<file path="config.mk">
export PLATFORM = sky130hd
export DESIGN_NAME = dmem_arbiter
export DESIGN_NICKNAME = d
export VERILOG_FILES = /design/src/rtl/dmem_arbiter_pkg.sv /design/src/rtl/dmem_arbiter_rr_arb2.sv /design/src/rtl/dmem_arbiter.sv
export SDC_FILE = /design/constraint.sdc
export NUM_CORES = 1
export LEC_CHECK = 0
export BUFFER_PORTS_ARGS = -buffer_cell sky130_fd_sc_hd__buf_4
export CAP_MARGIN = 20
export CORE_MARGIN = 3
export CORE_UTILIZATION = 35
export CTS_CLUSTER_DIAMETER = 120
export DETAILED_ROUTE_END_ITERATION = 12
export GPL_TIMING_DRIVEN = 0
export PLACE_DENSITY_LB_ADDON = 0.12
export RECOVER_POWER = 25
export SETUP_SLACK_MARGIN = 0.1
export SYNTH_ARGS = -nofsm -noshare
export SYNTH_HDL_FRONTEND = slang
export SYNTH_SLANG_ARGS = --single-unit
</file>
<file path="constraint.sdc">
create_clock -name clk -period 1.5 [get_ports clk]
set_input_delay 0.075 -clock clk [delete_from_list [all_inputs] [get_ports clk]]
set_output_delay 0.075 -clock clk [all_outputs]
set_load 0.05 [all_outputs]
</file>
<file path="src/rtl/dmem_arbiter_pkg.sv">
// Shared parameters for the data-memory arbiter: default widths and port indices.
package dmem_arbiter_pkg;

    localparam int unsigned DMEM_ADDR_W     = 16;
    localparam int unsigned DMEM_DATA_W     = 16;
    localparam int unsigned DMEM_RAM_ADDR_W = 3;

    // Requester indices; also the encoding of the stored "last granted" port.
    localparam logic PORT_CPU = 1'b0;
    localparam logic PORT_DMA = 1'b1;

endpackage

</file>
<file path="src/rtl/dmem_arbiter_rr_arb2.sv">
// Two-input arbiter. Round-robin by default; defining DMEM_ARB_FIXED_PRIO_EN
// makes port 0 win every contest and removes the last-grant state.
module dmem_arbiter_rr_arb2
    import dmem_arbiter_pkg::*;
(
    input  logic       clk,
    input  logic       rst_n,
    input  logic [1:0] req,
    output logic [1:0] gnt
);

    // No grant can be issued while reset is asserted.
    logic [1:0] req_act;
    assign req_act = req & {2{rst_n}};

`ifdef DMEM_ARB_FIXED_PRIO_EN

    logic unused_clk;
    assign unused_clk = clk;

    // Port 0 always has priority.
    always_comb begin
        gnt = 2'b00;
        if (req_act[0]) begin
            gnt = 2'b01;
        end else if (req_act[1]) begin
            gnt = 2'b10;
        end
    end

`else

    logic last_gnt_q, last_gnt_d;

    // Grant the sole requester, or on contention the port not granted most recently.
    always_comb begin
        gnt        = 2'b00;
        last_gnt_d = last_gnt_q;
        case (req_act)
            2'b01:   gnt = 2'b01;
            2'b10:   gnt = 2'b10;
            2'b11:   gnt = (last_gnt_q == PORT_DMA) ? 2'b01 : 2'b10;
            default: gnt = 2'b00;
        endcase
        if (gnt[0]) begin
            last_gnt_d = PORT_CPU;
        end else if (gnt[1]) begin
            last_gnt_d = PORT_DMA;
        end
    end

    // Last-grant register; resetting to the DMA port lets the CPU win the first contest.
    always_ff @(posedge clk or negedge rst_n) begin
        if (!rst_n) begin
            last_gnt_q <= PORT_DMA;
        end else begin
            last_gnt_q <= last_gnt_d;
        end
    end

`endif

endmodule

</file>
<file path="src/rtl/dmem_arbiter.sv">
// Data-memory arbiter: shares a single-port memory between the CPU (port 0) and
// the DMA/debug loader (port 1). Grant -> issue stage (S1) -> response stage (S2),
// one access per cycle. Optional macro DMEM_ARB_FIXED_PRIO_EN selects fixed priority.
module dmem_arbiter
    import dmem_arbiter_pkg::*;
#(
    parameter int unsigned ADDR_W     = DMEM_ADDR_W,
    parameter int unsigned DATA_W     = DMEM_DATA_W,
    parameter int unsigned RAM_ADDR_W = DMEM_RAM_ADDR_W
) (
    input  logic              clk,
    input  logic              rst_n,
    input  logic              p0_req,
    input  logic              p0_we,
    input  logic [ADDR_W-1:0] p0_addr,
    input  logic [DATA_W-1:0] p0_wdata,
    input  logic              p1_req,
    input  logic              p1_we,
    input  logic [ADDR_W-1:0] p1_addr,
    input  logic [DATA_W-1:0] p1_wdata,
    output logic              p0_gnt,
    output logic              p1_gnt,
    output logic              p0_rsp_valid,
    output logic [DATA_W-1:0] p0_rsp_rdata,
    output logic              p0_rsp_err,
    output logic              p1_rsp_valid,
    output logic [DATA_W-1:0] p1_rsp_rdata,
    output logic              p1_rsp_err,
    output logic [ADDR_W-1:0] mem_access_addr,
    output logic [DATA_W-1:0] mem_write_data,
    output logic              mem_write_en,
    output logic              mem_read,
    input  logic [DATA_W-1:0] mem_read_data
);

    logic [1:0] req, gnt;

    logic              s1_vld_q, s1_vld_d;
    logic              s1_port_q, s1_port_d;
    logic              s1_we_q, s1_we_d;
    logic [ADDR_W-1:0] s1_addr_q, s1_addr_d;
    logic [DATA_W-1:0] s1_wdata_q, s1_wdata_d;
    logic              s1_err_q, s1_err_d;

    logic              s2_vld_q, s2_vld_d;
    logic              s2_port_q, s2_port_d;
    logic              s2_err_q, s2_err_d;
    logic [DATA_W-1:0] s2_rdata_q, s2_rdata_d;

    assign req = {p1_req, p0_req};

    dmem_arbiter_rr_arb2 u_arb (
        .clk   (clk),
        .rst_n (rst_n),
        .req   (req),
        .gnt   (gnt)
    );

    assign p0_gnt = gnt[0];
    assign p1_gnt = gnt[1];

    // Issue-stage load: capture the winner, or clear everything so idle cycles drive zeros.
    always_comb begin
        s1_vld_d   = 1'b0;
        s1_port_d  = PORT_CPU;
        s1_we_d    = 1'b0;
        s1_addr_d  = '0;
        s1_wdata_d = '0;
        if (gnt[1]) begin
            s1_vld_d   = 1'b1;
            s1_port_d  = PORT_DMA;
            s1_we_d    = p1_we;
            s1_addr_d  = p1_addr;
            s1_wdata_d = p1_wdata;
        end else if (gnt[0]) begin
            s1_vld_d   = 1'b1;
            s1_port_d  = PORT_CPU;
            s1_we_d    = p0_we;
            s1_addr_d  = p0_addr;
            s1_wdata_d = p0_wdata;
        end
        // Any address bit above the decoded range means the access would alias.
        s1_err_d = s1_vld_d && (s1_addr_d[ADDR_W-1:RAM_ADDR_W] != '0);
    end

    // Issue-stage register.
    always_ff @(posedge clk or negedge rst_n) begin
        if (!rst_n) begin
            s1_vld_q   <= 1'b0;
            s1_port_q  <= PORT_CPU;
            s1_we_q    <= 1'b0;
            s1_addr_q  <= '0;
            s1_wdata_q <= '0;
            s1_err_q   <= 1'b0;
        end else begin
            s1_vld_q   <= s1_vld_d;
            s1_port_q  <= s1_port_d;
            s1_we_q    <= s1_we_d;
            s1_addr_q  <= s1_addr_d;
            s1_wdata_q <= s1_wdata_d;
            s1_err_q   <= s1_err_d;
        end
    end

    // Memory drive; out-of-range accesses are suppressed so they never touch low words.
    always_comb begin
        mem_access_addr = s1_addr_q;
        mem_write_data  = s1_wdata_q;
        mem_write_en    = s1_vld_q & s1_we_q & ~s1_err_q;
        mem_read        = s1_vld_q & ~s1_we_q & ~s1_err_q;
    end

    // Response-stage next state: read data only for successful reads.
    always_comb begin
        s2_vld_d   = s1_vld_q;
        s2_port_d  = s1_port_q;
        s2_err_d   = s1_vld_q & s1_err_q;
        s2_rdata_d = mem_read ? mem_read_data : '0;
    end

    // Response-stage register.
    always_ff @(posedge clk or negedge rst_n) begin
        if (!rst_n) begin
            s2_vld_q   <= 1'b0;
            s2_port_q  <= PORT_CPU;
            s2_err_q   <= 1'b0;
            s2_rdata_q <= '0;
        end else begin
            s2_vld_q   <= s2_vld_d;
            s2_port_q  <= s2_port_d;
            s2_err_q   <= s2_err_d;
            s2_rdata_q <= s2_rdata_d;
        end
    end

    // Route the response to its owner only; the other port sees zeros.
    always_comb begin
        p0_rsp_valid = s2_vld_q & (s2_port_q == PORT_CPU);
        p1_rsp_valid = s2_vld_q & (s2_port_q == PORT_DMA);
        p0_rsp_rdata = p0_rsp_valid ? s2_rdata_q : '0;
        p1_rsp_rdata = p1_rsp_valid ? s2_rdata_q : '0;
        p0_rsp_err   = p0_rsp_valid & s2_err_q;
        p1_rsp_err   = p1_rsp_valid & s2_err_q;
    end

endmodule

</file>
==> impl_metrics.toml <==
[status]
outcome = "complete, but fails checks"
violations = "hold timing, setup timing"

[global_route]
grt_pass1_wl_um = 12000
use_met2 = 0.358
grt_overflow_total = 0
grt_antenna_before_repair = 0
met1_usage = 0.232
grt_max_degree = 58
grtUsageMet3 = 0.0501
gr-max-usage-layer = "met2"
grt_pass1_vias = 2456
grt_use_total = 0.205

[logic_synthesis]
synth_seq_cells = 56
post_synth_num_cell_types = 26
yosysTopAreaCell = "dfrtp_1"
synth.area.top_cells = "dfrtp_1, and2_1, a22o_1, and3_1, a32o_2"
ys_warn_count = 0
ys_seq_area_frac = 0.609
synth_fp_nets = 267
synth_cells = 181
synth_top_area_share = 0.598
synth_area_um2 = 2300
syn_area_per_cell_um2 = 12.7

[clocking]
ctsRootBufferMaster = "clkbuf_8"
cts_tree = "yes"
h-tree-depth = 2
clkLatencyLatePin_ns = 0.29
cts_made_buffers = 5
ctsHoldBuffers = 41
clk_pin_slew_worst_paths_ns = 0.09
cts_sinks = 56
cts.path.max_buffers = 2

[power]
ir_worst_vdd_mv = 0.455
power_switching_share = 0.297
power_density_nw_per_um2 = 769
p_int_uw = 2610
p_sw_uw = 1110
leakagePower_uw = 0.00252
pwr-share-clk = 0.221
seq_power_share = 0.445
combinationalPowerShare = 0.334

[sta]
finalCritPeriodShare = 1.08
fin_skew_ns = 0.00340
period_needed_ns = 1.63
slew_headroom = 0.702
finalSetupViolCount = 14
slew_violations = 0
finalWorstSetupSlack_ns = -0.127
hold_viol_final = 56
worst_pin_slew_ns = 0.448
fmax_ghz = 0.615
hold_ws_ns = -0.367
rsz0062_at_grt = "yes"

[worst_setup_path]
worst-setup-path-type = "register to register"
cp-end-kind = "register"
worstSetupStartpointType = "register"
r2r_end = "s1_err_q$_DFF_PN0_"
critPathArrivalTime_ns = 1.78
r2r_setup_slack_ns = -0.13
path_max_fanout = 6
r2r_start = "u_arb.last_gnt_q$_DFFE_PN1P_"
critPathRequiredTime_ns = 1.66
rr_worst_depth = 5

[flow_run]
cap_violations = 0

[placement]
dp_hpwl_um = 4880
port-buffer-count = 157
placed_area_um2 = 3640
place_congestion = 0.734
dp_cells = 413

[detailed_routing]
wirelength_um = 8150
detail_route.vias_per_cell = 4.87
route.detailed.drc = 0
drt_first_pass_iters = 4
num_vias = 2406
post_drt_wl_per_cell_um = 16.5
drtIter0Drc = 69
drtAntennaViolNets = 0

[floorplanning]
start_util = 0.376
die_w_um = 87.1
core_region_area_um2 = 6130
rows = 28
die-height_um = 87.1
ios = 158
dieArea_um2 = 7590

[layout]
fin_area_um2 = 4830
layout_common_cells = "buf_4, dfrtp_1, dlygate4sd3_1, buf_8, and2_1"
layout_commonest_cell = "buf_4"
stdcell_count = 494
fin_nets = 503
final_core_util = 0.789
drive_above_1_share = 0.591
area_growth_pct = 110

[worst_hold_path]
min_path_type = "input pin to asynchronous set/reset pin"
==> cell type report <==
class / count / area, µm²
Multi-Input combinational cell: 112 / 947
Antenna cell: 1 / 2.50
Tap cell: 75 / 93.8
Buffer: 11 / 115
Clock buffer: 8 / 90.1
Timing Repair Buffer: 231 / 2180
Sequential cell: 56 / 1410
Fill cell: 351 / 1300
==> state kept, by name, indices dropped and copies added (netlist names) <==
signal / flops
s2_rdata_q: 16
s2_vld_q: 1
mem_write_data: 16
s1_port_q: 1
s2_err_q: 1
s2_port_q: 1
s1_err_q: 1
u_arb.last_gnt_q: 1
mem_access_addr: 16
s1_vld_q: 1
s1_we_q: 1
==> routing by layer <==
| layer | wire [µm] | share of wire | vias to the layer above |
|---|---|---|---|
| met3 | 640 | 0.079 | 20 |
| met4 | 206 | 0.025 | 0 |
| met2 | 4420 | 0.54 | 115 |
| met1 | 2880 | 0.35 | 1142 |
| li1 | - | - | 1129 |
| met5 | 0 | 0 | - |
==> Yosys cell counts, drive strengths merged <==
master   n
o21a     1
nand4    1
and2    44
dfrtp   55
a21oi    2
nor3b    1
nand2b   1
clkbuf   8
and3b    1
o21ai    2
and3    18
a21boi   1
a31oi    1
a222oi   1
a22o    24
buf      5
a32o     9
nand2    1
dfstp    1
nor2b    1
o41ai    1
or4      2
==> power groups by stage <==
stage | clock (µW) | sequential, µW | combinational [µW]
floorplan | 0 | 1910 | 290
global placement | 0 | 1680 | 917
detailed placement | 0 | 1690 | 921
CTS | 850 | 1650 | 1130
global route | 918 | 1660 | 1310
finish | 822 | 1650 | 1240
==> worst max-delay path, stage by stage, from the launching register on <==
cell,delay (ns)
dfstp_2,0.55
buf_6,0.11
a21boi_4,0.07
a32o_2,0.24
a222oi_1,0.34
nand4_1,0.17
==> stage by stage <==
| stage | setup WS, ns | total power (µW) | setup TNS, ns |
|---|---|---|---|
| global route | -0.242 | 3890 | -1.35 |
| finish | -0.127 | 3720 | -0.261 |
| detailed placement | -0.604 | 2610 | -14.04 |
| CTS | -0.132 | 3630 | -0.723 |
| floorplan | 0.0614 | 2200 | 0 |
| global placement | -0.574 | 2600 | -13.70 |
==> worst max path at each step <==
stage	from	endpoint	slack, ns
4_1_cts	u_arb.last_gnt_q$_DFFE_PN1P_	s1_err_q$_DFF_PN0_	-0.13
2_1_floorplan	u_arb.last_gnt_q$_DFFE_PN1P_	s1_err_q$_DFF_PN0_	0.06
3_5_place_dp	rst_n	mem_write_data[4]$_DFF_PN0_	-0.60
3_3_place_gp	rst_n	mem_write_data[1]$_DFF_PN0_	-0.57
6_report	u_arb.last_gnt_q$_DFFE_PN1P_	s1_err_q$_DFF_PN0_	-0.13
5_1_grt	u_arb.last_gnt_q$_DFFE_PN1P_	s1_err_q$_DFF_PN0_	-0.24
==> what timing repair did <==
item,in CTS,in global routing
resized for setup,71,64
endpoints found under the hold margin,86,56
buffers inserted,13,18
cloned,2,1
setup endpoints to repair,63,60
pin swaps,22,16
==> cells by family (layout without fill, tap and decap cells) <==
group / after synthesis / count (layout) / synth area share
buf+inv: 13 / 250 / 0.0293
compound gates: 42 / 42 / 0.164
simple gates: 70 / 70 / 0.197
other cells: 0 / 1 / 0
flops: 56 / 56 / 0.609
Power figures use the tool's default switching activity.
